==> config.mk <==
export PLATFORM = sky130hd
export DESIGN_NAME = posit_stream_tx_flat
export DESIGN_NICKNAME = d
export VERILOG_FILES = /design/src/rtl/posit_pkg.sv /design/src/rtl/posit_stream_tx_if.sv /design/src/rtl/posit_encoder.sv /design/src/rtl/posit_stream_tx.sv /design/src/flat_wrapper.sv
export SDC_FILE = /design/constraint.sdc
export NUM_CORES = 1
export LEC_CHECK = 0
export ABC_AREA = 1
export CAP_MARGIN = 0
export CORE_ASPECT_RATIO = 1.1
export CORE_MARGIN = 4
export CORE_UTILIZATION = 25
export DETAILED_ROUTE_END_ITERATION = 10
export SLEW_MARGIN = 30
export SYNTH_ARGS = -nofsm -noshare
export SYNTH_HDL_FRONTEND = slang
export SYNTH_SLANG_ARGS = --single-unit
==> constraint.sdc <==
create_clock -name clk -period 5.75 [get_ports clk]
set_clock_uncertainty 0.05 [all_clocks]
set_input_delay 0.8625 -clock clk [delete_from_list [all_inputs] [get_ports clk]]
set_output_delay 0.8625 -clock clk [all_outputs]
set_load 0.02 [all_outputs]
==> src/rtl/posit_pkg.sv <==
`default_nettype none
// ============================================================================
// Module      : posit_pkg
// Description : Shared FP16 field geometry, posit limits and the state enum
//               of the posit serial transmitter.
// Revision    : 1.0 - initial release
// ============================================================================
package posit_pkg;

  localparam int c_fp16_w   = 16;
  localparam int c_exp_w    = 5;
  localparam int c_frac_w   = 10;
  localparam int c_exp_bias = 15;
  localparam int c_exp_max  = 31;
  localparam int c_max_prec = 8;
  localparam int c_prec_w   = 4;

  typedef enum logic [0:0] {
    ST_IDLE  = 1'b0,
    ST_SHIFT = 1'b1
  } tx_state_t;

endpackage
`default_nettype wire

==> src/rtl/posit_stream_tx_if.sv <==
`default_nettype none
// ============================================================================
// Module      : posit_stream_tx_if
// Description : FP16 input handshake plus serial posit output stream.
// Revision    : 1.0 - initial release
// ============================================================================
interface posit_stream_tx_if #(
  parameter int ACT_WIDTH = posit_pkg::c_fp16_w
);

  logic                 in_valid;
  logic                 in_ready;
  logic [ACT_WIDTH-1:0] in_data;
  logic                 w;
  logic                 valid;
  logic                 last;
  logic                 busy;

  modport master (
    output in_valid, in_data,
    input  in_ready, w, valid, last, busy
  );

  modport slave (
    input  in_valid, in_data,
    output in_ready, w, valid, last, busy
  );

endinterface
`default_nettype wire

==> src/rtl/posit_encoder.sv <==
`default_nettype none
// ============================================================================
// Module      : posit_encoder
// Description : Combinational FP16 -> n-bit sign-magnitude posit (es=0),
//               word left-aligned with the sign in the MSB.
//               Define POSIT_TX_ROUND_EN for round-to-nearest-even,
//               otherwise the magnitude truncates toward zero.
// Revision    : 1.0 - initial release
// ============================================================================
module posit_encoder
  import posit_pkg::*;
#(
  parameter int ACT_WIDTH = c_fp16_w,
  parameter int MAX_PREC  = c_max_prec
) (
  input  logic [ACT_WIDTH-1:0] fp_in,
  input  logic [c_prec_w-1:0]  prec,
  output logic [MAX_PREC-1:0]  word
);

  localparam int c_mag_w = MAX_PREC - 1;
  localparam int c_str_w = 32;

  logic               w_sign;
  logic [c_exp_w-1:0] w_exp;
  logic [c_frac_w-1:0] w_frac;
  logic [c_str_w-1:0] w_str;
  logic [c_mag_w-1:0] w_mask;
  logic [c_mag_w-1:0] w_ulp;
  logic [c_mag_w-1:0] w_trunc;
  logic [c_mag_w-1:0] w_mag;
  logic               w_guard;
  logic               w_sticky;
  int                 w_e;
  int                 w_m;

  assign w_sign = fp_in[ACT_WIDTH-1];
  assign w_exp  = fp_in[c_frac_w +: c_exp_w];
  assign w_frac = fp_in[c_frac_w-1:0];

  always_comb begin
    w_m = int'(prec) - 1;
    w_e = int'(w_exp) - c_exp_bias;
    // Regime run plus terminator, then the fraction, as one MSB-first bit string.
    if (w_e >= 0) begin
      w_str = ~({c_str_w{1'b1}} >> (w_e + 1))
            | ({w_frac, {(c_str_w-c_frac_w){1'b0}}} >> (w_e + 2));
    end else begin
      w_str = ({1'b1, {(c_str_w-1){1'b0}}} >> (-w_e))
            | ({w_frac, {(c_str_w-c_frac_w){1'b0}}} >> (1 - w_e));
    end
    w_mask   = ~({c_mag_w{1'b1}} >> w_m);
    w_ulp    = {{(c_mag_w-1){1'b0}}, 1'b1} << (c_mag_w - w_m);
    w_trunc  = w_str[c_str_w-1 -: c_mag_w] & w_mask;
    w_guard  = |(w_str & ({1'b1, {(c_str_w-1){1'b0}}} >> w_m));
    w_sticky = |(w_str << (w_m + 1));
    w_mag    = w_trunc;
`ifdef POSIT_TX_ROUND_EN
    // An all-ones magnitude is maxpos and must not wrap.
    if (w_guard && (w_sticky || (|(w_trunc & w_ulp))) && (w_trunc != w_mask)) begin
      w_mag = w_trunc + w_ulp;
    end
`endif
    if (w_mag == '0) begin
      w_mag = w_ulp;
    end
    if (w_exp == '0) begin
      word = '0;
    end else if (w_exp == c_exp_w'(c_exp_max)) begin
      word = {1'b1, {c_mag_w{1'b0}}};
    end else begin
      word = {w_sign, w_mag};
    end
  end

  // Without rounding the guard/sticky bits are intentionally unused.
  logic w_unused;
  assign w_unused = w_guard ^ w_sticky;

endmodule
`default_nettype wire

==> src/rtl/posit_stream_tx.sv <==
`default_nettype none
// ============================================================================
// Module      : posit_stream_tx
// Description : Accepts FP16 words and shifts out n-bit posits MSB first.
//               Rounding mode selected by POSIT_TX_ROUND_EN in posit_encoder.
// Revision    : 1.0 - initial release
// ============================================================================
module posit_stream_tx
  import posit_pkg::*;
#(
  parameter int ACT_WIDTH = c_fp16_w,
  parameter int MAX_PREC  = c_max_prec
) (
  input  logic                clk,
  input  logic                rst,
  input  logic                set,
  input  logic [c_prec_w-1:0] precision,
  posit_stream_tx_if.slave    bus
);

  tx_state_t             r_state;
  logic [c_prec_w-1:0]   r_prec;
  logic [c_prec_w-1:0]   r_cnt;
  logic [MAX_PREC-1:0]   r_sreg;
  logic                  r_last;
  logic [MAX_PREC-1:0]   w_word;
  logic                  w_accept;

  posit_encoder #(
    .ACT_WIDTH (ACT_WIDTH),
    .MAX_PREC  (MAX_PREC)
  ) u_enc (
    .fp_in (bus.in_data),
    .prec  (r_prec),
    .word  (w_word)
  );

  assign bus.in_ready = (r_state == ST_IDLE) | ((r_state == ST_SHIFT) & r_last);
  assign w_accept     = bus.in_valid & bus.in_ready;
  assign bus.w        = r_sreg[MAX_PREC-1];
  assign bus.valid    = (r_state == ST_SHIFT);
  assign bus.busy     = (r_state == ST_SHIFT);
  assign bus.last     = r_last;

  always_ff @(posedge clk or negedge rst) begin
    if (!rst) begin
      r_state <= ST_IDLE;
      r_prec  <= c_prec_w'(MAX_PREC);
      r_cnt   <= '0;
      r_sreg  <= '0;
      r_last  <= 1'b0;
    end else begin
      case (r_state)
        ST_IDLE: begin
          if (set) begin
            r_prec <= precision;
          end
          if (w_accept) begin
            r_state <= ST_SHIFT;
            r_sreg  <= w_word;
            r_cnt   <= '0;
            r_last  <= 1'b0;
          end
        end
        ST_SHIFT: begin
          if (r_last) begin
            if (w_accept) begin
              r_sreg <= w_word;
              r_cnt  <= '0;
              r_last <= 1'b0;
            end else begin
              r_state <= ST_IDLE;
              r_sreg  <= '0;
              r_last  <= 1'b0;
            end
          end else begin
            r_sreg <= r_sreg << 1;
            r_cnt  <= r_cnt + 1'b1;
            // Next bit shown is bit n-1 when the advanced count reaches n-1.
            r_last <= ((r_cnt + c_prec_w'(2)) == r_prec);
          end
        end
        default: r_state <= ST_IDLE;
      endcase
    end
  end

endmodule
`default_nettype wire

==> src/flat_wrapper.sv <==
// flat-port wrapper written by rule: the top's interface ports become plain ports
module posit_stream_tx_flat import posit_pkg::*;
#(
  parameter int ACT_WIDTH = c_fp16_w,
  parameter int MAX_PREC  = c_max_prec
)
  (clk, rst, set, precision, bus_in_valid, bus_in_data, bus_in_ready, bus_w, bus_valid, bus_last, bus_busy);
  posit_stream_tx_if #(.ACT_WIDTH(ACT_WIDTH)) bus_i ();
  input  logic clk;
  input  logic rst;
  input  logic set;
  input  logic [c_prec_w-1:0] precision;
  input wire logic [$bits(bus_i.in_valid)-1:0] bus_in_valid;
  input wire logic [$bits(bus_i.in_data)-1:0] bus_in_data;
  output wire logic [$bits(bus_i.in_ready)-1:0] bus_in_ready;
  output wire logic [$bits(bus_i.w)-1:0] bus_w;
  output wire logic [$bits(bus_i.valid)-1:0] bus_valid;
  output wire logic [$bits(bus_i.last)-1:0] bus_last;
  output wire logic [$bits(bus_i.busy)-1:0] bus_busy;
  assign bus_i.in_valid = bus_in_valid;
  assign bus_i.in_data = bus_in_data;
  assign bus_in_ready = bus_i.in_ready;
  assign bus_w = bus_i.w;
  assign bus_valid = bus_i.valid;
  assign bus_last = bus_i.last;
  assign bus_busy = bus_i.busy;
  posit_stream_tx #(.ACT_WIDTH(ACT_WIDTH), .MAX_PREC(MAX_PREC)) u_core (.clk(clk), .rst(rst), .set(set), .precision(precision), .bus(bus_i));
endmodule
# --- Yosys cells after proc, flatten, opt, wreduce, memory -nomap -nowiden ---
# Index checks and enable logic that the tools add are counted.
op_classes:
  n_lt_le_gt_ge: 1
  reduce_logical: 3
  bitwise: 9
  n_mul: 0
  n_eq_ne: 3
  mux: 17
  div: 0
  addsub: 9
  shift: 6
ops:
  columns: ["operator", "n"]
  rows:
  - ["$or 32x32->32", 2]
  - ["$shr 32x32->32", 2]
  - ["$shr 32x32->32 const A", 2]
  - ["$mux 8", 5]
  - ["$mux 32", 1]
  - ["$neg 6->32", 1]
  - ["$not 32->32", 1]
  - ["$shl 1x32->7 const A", 1]
  - ["$shr 7x32->7 const A", 1]
  - ["$sub 4x32->32 const A", 1]
  - ["$pmux 8 s2", 1]
  - ["$mux 4", 2]
  - ["$pmux 4 s2", 1]
  - ["$add 6x2->7 const B", 1]
  - ["$add 6x3->7 const B", 1]
  - ["$and 7x7->7", 1]
  - ["$logic_not 7->1", 1]
  - ["$mux 7", 1]
  - ["$not 7->7", 1]
  - ["$sub 2x6->7 const A", 1]
  - ["$ge 6x1->1 const B", 1]
  - ["$sub 5x4->6 const B", 1]
  - ["$eq 5x5->1 const B", 1]
  - ["$logic_not 5->1", 1]
  - ["other kinds (11)", 16]
totals:
  word_cells: 53
  ramBits: 0
  rom_bits: 0
  ff_bits: 18
  input_bits: 24
  latch_bits: 0
  memories: 0

# --- Depth between registers and ports, before layout ---
depth:
  depth_word: 14
  ltp_mapped: 24
  ltp_nobuf: 24

# --- Modules after synthesis ---
# A second synthesis with hierarchy kept.
unflattened:
  cells_unflattened: 428
  hier_area_um2: 2666.3
by_module_without_submodules:
  columns: ["module", "n_inst", "seq_area_each_um2", "area_each_um2", "cells_per_inst"]
  rows:
  - ["posit_encoder", 1, 0.0, 1771.7, 318]
  - ["posit_stream_tx", 1, 451.7, 894.6, 110]

# --- Worst setup path before layout ---
# Ideal clock, no wire load.
synth_timing:
  path_type: "input-to-reg"
  startpoint: "in bus_in_data[10]"
  endpoint: "reg u_core.r_sreg[3]"
  stages: 21
  path_buffers: 4
  setup_ps: 65
  required_ps: 5635
  setup_slack_ps: 1945
  arrival_time_ps: 3690
  cell_sequence: "clkinv_1 clkbuf_1 ha_1 clkbuf_1 inv_1 clkbuf_1 ha_1 nand2_1 inv_1 nand3_1 nand2_1 nand3_2 nor2_4 nand2_1 nand2_1 nand3_1 and3_1 buf_6 nand3_1 nand3_1 nand2_1"
synth_via:
  elab_chain_len: 14
  elab_cells_between_ends: 25
  classes_between: "add/sub (5); order compare (1); eq/ne (1); shift (4); mux (8); bitwise (4); reduce/logical (2)"
synth_rtl:
  columns: ["element", "line", "source"]
  rows:
  - ["start: declaration", "flat_wrapper.sv:14", "input wire logic [$bits(bus_i.in_data)-1:0] bus_in_data;"]
  - ["$sub 5x4->6", "posit_encoder.sv:43", "w_e = int'(w_exp) - c_exp_bias;"]
  - ["$add 6x2->7", "posit_encoder.sv:46", "w_str = ~({c_str_w{1'b1}} >> (w_e + 1))"]
  - ["$shr 32x32->32", "posit_encoder.sv:46", null]
  - ["$not 32->32", "posit_encoder.sv:46", null]
  - ["$or 32x32->32", "posit_encoder.sv:47", "| ({w_frac, {(c_str_w-c_frac_w){1'b0}}} >> (w_e + 2));"]
  - ["$mux 32", "posit_encoder.sv:45", "if (w_e >= 0) begin"]
  - ["$and 7x7->7", "posit_encoder.sv:54", "w_trunc = w_str[c_str_w-1 -: c_mag_w] & w_mask;"]
  - ["$logic_not 7->1", "posit_encoder.sv:64", "if (w_mag == '0) begin"]
  - ["$mux 7", "posit_encoder.sv:64", null]
  - ["$mux 8", "posit_encoder.sv:69", "end else if (w_exp == c_exp_w'(c_exp_max)) begin"]
  - ["$mux 8 *", "posit_encoder.sv:67", "if (w_exp == '0) begin"]
  - ["$mux 8", "posit_stream_tx.sv:67", "if (w_accept) begin"]
  - ["$mux 8", "posit_stream_tx.sv:66", "if (r_last) begin"]
  - ["$pmux 8 s2 *", "posit_stream_tx.sv:53", "case (r_state)"]
  - ["end signal: assignment", "posit_stream_tx.sv:60", "r_sreg <= w_word;"]
  - ["end signal: assignment", "posit_stream_tx.sv:68", "r_sreg <= w_word;"]
  - ["end signal: assignment", "posit_stream_tx.sv:77", "r_sreg <= r_sreg << 1;"]
  - ["end: declaration", "posit_stream_tx.sv:24", "logic [MAX_PREC-1:0] r_sreg;"]
# Mark *: on every way between the ends. The rest lies on a longest branch, timed or not. The select of a mux whose other input is x is not followed.
# A chain may end at the register's enable or synchronous reset.

# --- Worst setup path in the final report ---
# Same ends and word-level chain as after synthesis.

==> results.md <==
- Pint: 0.0004158 W
- Path type of the worst min-delay path: flip-flop to flip-flop
- Postcts setup bufs: 0
- Max FO, Critical Path: 24
- Vias per cell: 4.855
- Setup TNS: 0 ns
- Commonest non-fill, non-tap cells in the layout: 112 x nand2_1, 79 x nand3_1, 52 x inv_1, 35 x nor2_1, 25 x clkdlybuf4s50_1
- Clock-pin slew on the worst setup and hold paths: 0.07 ns
- Synth unique cells: 38
- Critical path data arrival time: 4.48 ns
- Starting Density: 25.52%
- Sequential share of power: 26.0%
- Drt initial violations: 112
- Routed wire length: 6490 µm
- CP top delay family: simple AND/OR/NAND/NOR gates
- Most used cell along the critical path: nand2_1
- CP Launch Type: input pin
- Worst-path cell chain: clkdlybuf4s50_1 -> buf_4 -> clkinv_1 -> ha_1 -> ha_1 -> inv_1 -> nor2_1 -> nand2_1 -> nand2_1 -> nor2_2 -> nand2_2 -> inv_2 -> nand2_1 -> nand3b_1 -> nand3_1 -> nand3_1 -> nand2_1 -> nor2_2 -> nand3_1 -> nand3_1 -> nand2_1
- Max incr delay on CP: 0.77 ns
- Cts repair resizes: 0
- Worst path required time: 5.85 ns
- Diode count: 0
- Logic pwr share: 60.9%
- Initial antenna violation count: 0
- Port Buffers: 25
- Remaining DRCs: 0
- Top_reg_cell synth: dfrtp_1
- Leading cell type in the layout, fill and taps excluded: nand2_1
- I/O pin total: 29
- Total CTS buffers: 3
- Clk Latency, worst-skew pair: 0.26 ns
- CTS Root Cell: clkbuf_8
- DIE WIDTH: 100.9 µm
- Status: complete, no violations
- Die height: 110.2 µm
- Yosys top cell area share: 17.91%
- Slew margin rel.: 44.83%
- # setup viols final: 0
- Path type of the worst setup path: input pin to flip-flop
- Fin nets: 463
- Hold buffer count at CTS: 0
- Leak: 1.340 nW
- CP endpoint kind: flip-flop
- Pins Over Slew Limit: 0
- Pre-Repair DR Iteration Count: 4
- Syn_area_per_cell: 5.849 µm²
- GRT Total Usage: 11.92%
- Clock sinks: 18
- CTS max path bufs: 2
- Switching pwr: 0.0003899 W
- Switching share of power: 48.39%
- ANT nets after route: 0
- Worst IR drop on VDD: 0.07706 mV
- Die footprint: 11120 µm²
- Max cap viols: 0
- Post-synthesis net count: 441
- CTS tree: yes
- Syn Std Cell Area: 2375 µm²
- Post-Synthesis Cells: 406
- Syn. warnings: 0
- P per Cell Area: 290.0 nW/µm²
- WL/cell: 11.93 µm
- EDFF count, synth: 0
- Total gr overflow: 0
- CTS H-tree lvls: 1
- Flops & latches, synth: 18
- Unrepaired setup endpoints after global routing: no
- Register area share after synthesis: 19.02%
- Measured slew at the worst slew-check pin: 0.8250 ns
- Core region area: 9305 µm²
- First-pass GRT wire length: 11070 µm
- Final hold slack: 0.4297 ns
- Cell taking the most area after synthesis: dfrtp_1
- Layout cells sized above 1: 7.260%
- CP max-delay cell: ha_1
- Tot Pwr: 0.0008058 W
- Final Hold Viols: 0
- Via count: 2641
- Largest net degree at the start of global routing: 25
- Clock share of power: 13.1%
- Layout area overhead: 17.02%
- Vias in the first global route: 2501
- Placer Congestion: 0.8828
- Minimum clock period: 4.380 ns
- Fill cells: 1026
- CP bufs+invs: 5
- Final worst-path cycle share: 76.17%
- Std-Cell Rows: 37
- Fmax: 228.3 MHz
- DP Wirelength: 5175 µm
- Synth area leaders: dfrtp_1 18%, nand2_1 18%, nand3_1 17%
- Async S/R FF share, synth: 100.0%
[layer usage]
layer / routed length (µm) / vias up / global-route usage [%]
met5: 0 / - / 0
met4: 100 / 0 / 3.229
met3: 206 / 12 / 0.8181
met2: 3277 / 58 / 21.92
met1: 2906 / 1203 / 14.98
li1: - / 1368 / -
[logic make-up after synthesis]
| family | synth area share (%) |
|---|---|
| AND/OR/NAND/NOR | 49.00 |
| buffers and inverters | 12.12 |
| AO/OA/AOI/OAI | 10.22 |
| flip-flops | 19.02 |
| adder cells (fa/ha/maj) | 5.795 |
| XOR/XNOR | 2.529 |
| multiplexers | 1.317 |
[sequential cells by signal, summed over array words and instances (netlist names)]
register	flops
u_core.r_prec	4
u_core.r_sreg	8
u_core.r_cnt	4
u_core.bus.last	1
u_core.bus.busy	1
[area by class of cell]
class	instances	area (µm²)	share of cell area [%]
multi-input combinational	319	1635	58.85
timing repair buffer	28	272.8	9.815
inverter	58	217.7	7.834
sequential	18	451.7	16.25
clock buffer	4	55.05	1.981
tap	117	146.4	5.268
[path summary, 6_finish.rpt]
kind	slack, ns	cells after the start	to	from
hold / removal	0.43	2	u_core.r_sreg[0]$_DFFE_PN0P_	u_core.r_sreg[0]$_DFFE_PN0P_
max in group asynchronous	4.11	1	u_core.r_sreg[0]$_DFFE_PN0P_	rst
min in group asynchronous	1.03	1	u_core.bus.busy$_DFF_PN0_	rst
hold reg to reg	0.43	2	u_core.r_sreg[0]$_DFFE_PN0P_	u_core.r_sreg[0]$_DFFE_PN0P_
setup reg to reg	3.28	14	u_core.r_sreg[3]$_DFFE_PN0P_	u_core.r_prec[0]$_DFFE_PN0P_
setup / recovery	1.37	21	u_core.r_sreg[3]$_DFFE_PN0P_	bus_in_data[10]
[tightest hold or removal path, cell delays in order, from the launching register on]
cell and delay (ns):
dfrtp_1 0.34, nand2_1 0.05, nand2_1 0.05
[per-stage QoR]
stage / utilization (%) / instance area, µm² / setup slack [ns] / std cells
finish: 29.86 / 2779 / 1.370 / 544
global route: 29.86 / 2779 / 1.023 / 544
CTS: 29.86 / 2779 / 1.390 / 544
detailed placement: 29.27 / 2724 / 1.120 / 540
global placement: 29.27 / 2724 / 1.185 / 540
floorplan: - / 2375 / 1.945 / 406
[power by group through the flow]
stage / combinational, W / clock (W) / sequential [W]
CTS: 0.000490 / 0.000109 / 0.000210
detailed placement: 0.000488 / 0 / 0.000213
global route: 0.000561 / 0.000114 / 0.000217
floorplan: 0.000372 / 0 / 0.000208
global placement: 0.000480 / 0 / 0.000211
finish: 0.000491 / 0.000106 / 0.000210
[cell usage after synthesis (5+ instances only)]
cell and number:
nand2_1 112, nor2_1 35, ha_1 11, nor3_1 6
inv_1 52, nand2_2 5, o21ai_1 5, o21ai_0 15
o22ai_1 5, nand3_1 79, dfrtp_1 17, a21oi_1 12
No activity file was read; power rests on OpenSTA's default activity.
